$ cat src/rtl/mips_pkg.sv
// Shared MIPS datapath constants: I/O window placement and the RAM wait-state FSM encoding.
package mips_pkg;

    localparam logic [31:0] IO_BASE_DEFAULT = 32'h0000_FFE0;
    localparam int unsigned IO_WINDOW_WORDS = 16;
    localparam int unsigned IO_IDX_W        = 4;
    localparam int unsigned WAIT_CNT_W      = 4;

    typedef enum logic {
        ST_IDLE = 1'b0,
        ST_WAIT = 1'b1
    } wait_state_e;

endpackage

$ cat src/rtl/mmio_wait_fsm.sv
// RAM wait-state sequencer: holds the core in stall for RAM_WAIT cycles, then flags completion.
module mmio_wait_fsm
    import mips_pkg::*;
#(
    parameter int unsigned RAM_WAIT = 0
) (
    input  logic clk,
    input  logic rst,
    input  logic req,
    output logic stall,
    output logic done
);

    localparam logic [WAIT_CNT_W-1:0] CNT_INIT =
        (RAM_WAIT > 0) ? WAIT_CNT_W'(RAM_WAIT - 1) : '0;

    wait_state_e             state_q, state_d;
    logic [WAIT_CNT_W-1:0]   cnt_q, cnt_d;
    logic                    stall_raw;
    logic                    done_raw;

    always_ff @(posedge clk or posedge rst) begin
        if (rst) begin
            state_q <= ST_IDLE;
            cnt_q   <= '0;
        end else begin
            state_q <= state_d;
            cnt_q   <= cnt_d;
        end
    end

    // A request that disappears mid-wait abandons the access without completing.
    always_comb begin
        state_d   = state_q;
        cnt_d     = cnt_q;
        stall_raw = 1'b0;
        done_raw  = 1'b0;
        case (state_q)
            ST_IDLE: begin
                if (req) begin
                    if (RAM_WAIT == 0) begin
                        done_raw = 1'b1;
                    end else begin
                        stall_raw = 1'b1;
                        cnt_d     = CNT_INIT;
                        state_d   = ST_WAIT;
                    end
                end
            end
            ST_WAIT: begin
                if (!req) begin
                    state_d = ST_IDLE;
                end else if (cnt_q != '0) begin
                    stall_raw = 1'b1;
                    cnt_d     = cnt_q - WAIT_CNT_W'(1);
                end else begin
                    done_raw = 1'b1;
                    state_d  = ST_IDLE;
                end
            end
            default: state_d = ST_IDLE;
        endcase
    end

    // Reset drops stall immediately, not just at the next edge.
    assign stall = stall_raw & ~rst;
    assign done  = done_raw & ~rst;

endmodule

$ cat src/rtl/mmio_controller.sv
// Memory-stage MMIO/data-RAM controller: decodes the I/O window, owns the port registers
// and the registered read-data path, and stalls the core during RAM wait states.
module mmio_controller
    import mips_pkg::*;
#(
    parameter int unsigned WIDTH    = 32,
    parameter int unsigned NUM_IN   = 2,
    parameter int unsigned NUM_OUT  = 1,
    parameter logic [31:0] IO_BASE  = IO_BASE_DEFAULT,
    parameter int unsigned RAM_WAIT = 0
) (
    input  logic                     clk,
    input  logic                     rst,
    input  logic [31:0]              addr,
    input  logic [WIDTH-1:0]         wdata,
    input  logic                     MemRead,
    input  logic                     MemWrite,
    output logic [WIDTH-1:0]         rdata,
    output logic                     stall,
    output logic                     ram_rd_en,
    output logic                     ram_wr_en,
    input  logic [WIDTH-1:0]         ram_rdata,
    input  logic [NUM_IN*WIDTH-1:0]  in_port,
    output logic [NUM_OUT*WIDTH-1:0] out_port
);

    logic [NUM_IN-1:0][WIDTH-1:0]  in_q;
    logic [NUM_OUT-1:0][WIDTH-1:0] out_q, out_d;
    logic [WIDTH-1:0]              rdata_q, rdata_d;
    logic [WIDTH-1:0]              io_rdata;

    logic [31:0]         offset;
    logic                in_window;
    logic [IO_IDX_W-1:0] word_idx;
    logic                rd_req;
    logic                wr_req;
    logic                ram_req;
    logic                ram_done;

    // Address decode; a full-width compare keeps wrap-around below IO_BASE out of the window.
    assign offset    = addr - IO_BASE;
    assign in_window = offset < 32'(IO_WINDOW_WORDS * 4);
    assign word_idx  = offset[IO_IDX_W+1:2];

    // Read wins when both strobes are high.
    assign rd_req  = MemRead;
    assign wr_req  = MemWrite & ~MemRead;
    assign ram_req = (rd_req | wr_req) & ~in_window;

    mmio_wait_fsm #(
        .RAM_WAIT (RAM_WAIT)
    ) u_wait_fsm (
        .clk   (clk),
        .rst   (rst),
        .req   (ram_req),
        .stall (stall),
        .done  (ram_done)
    );

    assign ram_rd_en = rd_req & ~in_window & ~rst;
    assign ram_wr_en = wr_req & ~in_window & ~rst;

    // I/O read mux: input ports first, then output-port readback; gaps read as zero.
    always_comb begin
        io_rdata = '0;
        for (int unsigned i = 0; i < NUM_IN; i++) begin
            if (word_idx == IO_IDX_W'(i)) begin
                io_rdata = in_q[i];
            end
        end
        for (int unsigned j = 0; j < NUM_OUT; j++) begin
            if (word_idx == IO_IDX_W'(NUM_IN + j)) begin
                io_rdata = out_q[j];
            end
        end
    end

    always_comb begin
        rdata_d = rdata_q;
        out_d   = out_q;
        if (rd_req && in_window) begin
            rdata_d = io_rdata;
        end else if (rd_req && !in_window && ram_done) begin
            rdata_d = ram_rdata;
        end
        if (wr_req && in_window) begin
            for (int unsigned j = 0; j < NUM_OUT; j++) begin
                if (word_idx == IO_IDX_W'(NUM_IN + j)) begin
                    out_d[j] = wdata;
                end
            end
        end
    end

    always_ff @(posedge clk or posedge rst) begin
        if (rst) begin
            rdata_q <= '0;
            out_q   <= '0;
            in_q    <= '0;
        end else begin
            rdata_q <= rdata_d;
            out_q   <= out_d;
            in_q    <= in_port;
        end
    end

    assign rdata    = rdata_q;
    assign out_port = out_q;

endmodule
$ cat config.mk
export PLATFORM = sky130hd
export DESIGN_NAME = mmio_controller
export DESIGN_NICKNAME = d
export VERILOG_FILES = /design/src/rtl/mips_pkg.sv /design/src/rtl/mmio_wait_fsm.sv /design/src/rtl/mmio_controller.sv
export SDC_FILE = /design/constraint.sdc
export NUM_CORES = 1
export LEC_CHECK = 0
export CAP_MARGIN = 20
export CORE_MARGIN = 8
export CORE_UTILIZATION = 40
export CTS_CLUSTER_SIZE = 28
export DETAILED_ROUTE_END_ITERATION = 8
export PLACE_DENSITY = 0.77
export SLEW_MARGIN = 0
export SYNTH_ARGS = -nofsm -noshare
export SYNTH_HDL_FRONTEND = slang
export SYNTH_SLANG_ARGS = --single-unit
$ cat constraint.sdc
create_clock -name clk -period 9.3 [get_ports clk]
set_input_delay 0.93 -clock clk [delete_from_list [all_inputs] [get_ports clk]]
set_output_delay 0.93 -clock clk [all_outputs]
set_load 0.01 [all_outputs]
==> flow_summary.ini <==
[run_status]
status = finished clean

[worst_hold_path]
whs_endpoint = u_wait_fsm.cnt_q[3]
hold_class = flip-flop to flip-flop
hold_depth = 1
min_from = u_wait_fsm.cnt_q[3]

[timing]
period_share_pct = 55.9
skew_ns = 0.00883
fin_tns_setup_ns = 0
fmax_mhz = 192
period_minus_slack_ns = 5.20
hold_viol = 0
drv_slew = 0
worst_pin_slew_ns = 1.12
setup_viol = 0
rsz0062_at_grt = no
slew_headroom_pct = 25.3

[global_routing]
grt_max_degree = 78
antenna_found_initial = 0
overflow = 0
track_usage_pct = 18.3
grt_pass1_wl_mm = 26.4
grt_pass1_vias = 5067

[clock_tree]
clock_latency_ns = 0.41
cts.sinks = 133
clockBufferDepth = 2
ctsHoldBuffers = 0
clkSlewWorstSetupHoldPaths_ns = 0.05
cts_max_level = 4
cts-buffers-inserted = 17
cts_resized = 0
post-cts-setup-buffers = 0
cts_tree = built
cts-root-buf = clkbuf_16

[critical_path]
crit_arrival_ns = 4.27
crit_type = input pin to output pin
reg2reg_depth = 7
critPathMaxFanout = 7
rr_startpoint = u_wait_fsm.cnt_q[0]
cp_data_required_time_ns = 8.37
critPathLaunchType = input pin
ff2ff_setup_slack_ns = 6.99
timing.rr.end = rdata[25]
cp-end-kind = output pin

[synth]
netlist_area_mm2 = 0.00588
ys_types = 50
synth-edff-count = 0
synth_ff_type = dfrtp_1
syn_inst = 439
seq_area_frac_synth_pct = 56.6
ys_ff_latch = 133
async_flop_share_pct = 100
synth.avg_cell_area_um2 = 13.4
ys_warn_count = 0
synth.net_count = 606

[placement]
gp_congestion = 0.843
port_buffers = 228
hpwl_mm = 12.7
dp_cells = 837

[routing]
dr_total_vias = 4495
routed_wirelength_mm = 16.9
post-route-drc-count = 0
vias_per_cell = 5.18
drtAntennaViolNets = 0
first_pass_iters = 4
dr.first_iter.drc_count = 152
wl_per_cell_um = 19.5

[power]
peakVddDrop_uv = 126
power.leakage_uw = 0.00393
p_per_area_mw_per_mm2 = 170

[finish]
area_growth_pct = 52.4
final_nets = 839
n_antenna_cell = 0
register_area_mm2 = 0.00333
fin_util_pct = 62.1
n_fill_cell = 1116
fin_cells = 868
multi_input_area_mm2 = 0.00241
final_layout_size_suffix_gt1_share_pct = 11.7

[flow_run]
maxCapViolations = 0

[die]
die_area_mm2 = 0.0188
rows = 44
ios = 231
initial_utilization_pct = 40.7
die_h_um = 137
core_area_mm2 = 0.0144
dieWidth_um = 137
==> per-layer routing <==
layer | vias up | track usage, % | share of wire [%]
met5 | - | 0 | 0
met1 | 2207 | 19.9 | 39
li1 | 2103 | - | -
met2 | 164 | 32.6 | 52
met4 | 0 | 6.58 | 1.7
met3 | 21 | 6.09 | 7.1
==> layout make-up <==
class | instances | area share, %
Multi-Input combinational cell | 278 | 27.0
Inverter | 9 | 0.433
Timing Repair Buffer | 233 | 25.9
Sequential cell | 133 | 37.2
Tap cell | 184 | 2.57
Clock inverter | 9 | 1.58
Clock buffer | 22 | 5.41
==> synthesized netlist by cell type, types with 2 or more instances <==
| library cell | instances | share of area (%) |
|---|---|---|
| clkbuf_1 | 13 | 0.83 |
| o31ai_1 | 3 | 0.38 |
| inv_1 | 9 | 0.57 |
| nand2_1 | 11 | 0.70 |
| nand3_1 | 10 | 0.85 |
| mux2i_1 | 66 | 11 |
| dfrtp_1 | 133 | 57 |
| xor2_1 | 3 | 0.45 |
| a21oi_1 | 37 | 3.2 |
| nor3_1 | 7 | 0.60 |
| nor4_1 | 7 | 0.75 |
| ha_1 | 3 | 0.64 |
| nor2_1 | 15 | 0.96 |
| nor3b_1 | 3 | 0.38 |
| xnor2_1 | 3 | 0.45 |
| and2_1 | 2 | 0.21 |
| or3_1 | 2 | 0.21 |
| nand4_1 | 5 | 0.53 |
| nor4_4 | 2 | 0.72 |
| mux2_4 | 30 | 7.7 |
| and3_1 | 2 | 0.21 |
| a22o_1 | 32 | 4.8 |
| buf_12 | 3 | 1.0 |
| nor4b_1 | 2 | 0.30 |
| buf_2 | 3 | 0.26 |
| o21ai_0 | 5 | 0.43 |
| o32ai_1 | 2 | 0.30 |
| a21boi_0 | 2 | 0.26 |
| mux2_1 | 2 | 0.38 |
| nand2b_1 | 2 | 0.21 |
==> layout by cell type, fill, tap and decap left out, types with 2 or more instances in the layout <==
cell / n
clkdlybuf4s50_1: 228
dfrtp_1: 133
mux2i_1: 66
a21oi_1: 37
a22o_1: 32
mux2_4: 30
clkbuf_16: 17
nor2_1: 14
nand2_1: 10
nand3_1: 10
inv_1: 8
nor4_1: 7
nor3_1: 6
o21ai_0: 5
nand4_1: 5
buf_4: 5
inv_6: 4
clkbuf_8: 4
xor2_1: 3
o31ai_1: 3
xnor2_1: 3
ha_1: 3
bufinv_16: 3
nand2b_1: 2
nor3b_2: 2
nor3_2: 2
a21boi_0: 2
nor4_4: 2
or3_1: 2
and2_1: 2
o32ai_1: 2
and3_1: 2
nor4b_1: 2
mux2_1: 2
clkinv_4: 2
==> worst max-delay path, stage by stage <==
cell and delay (ns):
clkdlybuf4s50_1 0.58, ha_1 0.24, nand4_1 0.32, nor4_4 0.38
nor4_1 0.09, a41oi_1 0.34, a21boi_0 0.14, and4_1 0.23
nor4b_1 0.37, clkdlybuf4s50_1 0.65
==> registers in the layout, summed over array words and instances (netlist names) <==
signal / cells
in_q: 64
out_port: 32
rdata: 32
u_wait_fsm.cnt_q: 4
u_wait_fsm.state_q: 1
==> cells by family (layout without fill, tap and decap cells) <==
logic type	count (synthesis)	after routing	synth area share (%)
DFF	133	133	56.6
muxes	98	98	19.3
AOI/OAI and AO/OA	92	92	11.2
and+or+nand+nor	79	79	8.67
buffers and inverters	28	273	2.68
xor gates and xnor gates	6	6	0.895
adders and majority gates	3	3	0.639
==> power breakdown <==
group	switching (uW)	internal, uW
Combinational	80.4	123
Sequential	16.3	614
Clock	241	452
==> metrics by stage <==
stage | hold slack [ns] | power (uW) | cell area, um2 | setup slack [ns]
2_1_floorplan | 0.446 | 705 | 5880 | 4.07
3_3_place_gp | 0.466 | 839 | 8330 | 4.23
3_5_place_dp | 0.473 | 845 | 8330 | 4.14
4_1_cts | 0.482 | 1540 | 8960 | 4.09
5_1_grt | 0.512 | 1580 | 8960 | 3.85
6_report | 0.476 | 1530 | 8960 | 4.10
==> worst max path at each step <==
stage                  from   endpoint  slack, ns  cells after the start
finish              addr[5]  ram_wr_en       4.10                     10
global route        addr[5]  ram_wr_en       3.85                     10
detailed placement  addr[5]  ram_wr_en       4.14                     10
floorplan               rst   rdata[0]       4.07                      6
global placement    addr[5]  ram_wr_en       4.23                     10
CTS                 addr[5]  ram_wr_en       4.09                     10
No activity file was read; power rests on OpenSTA's default activity.
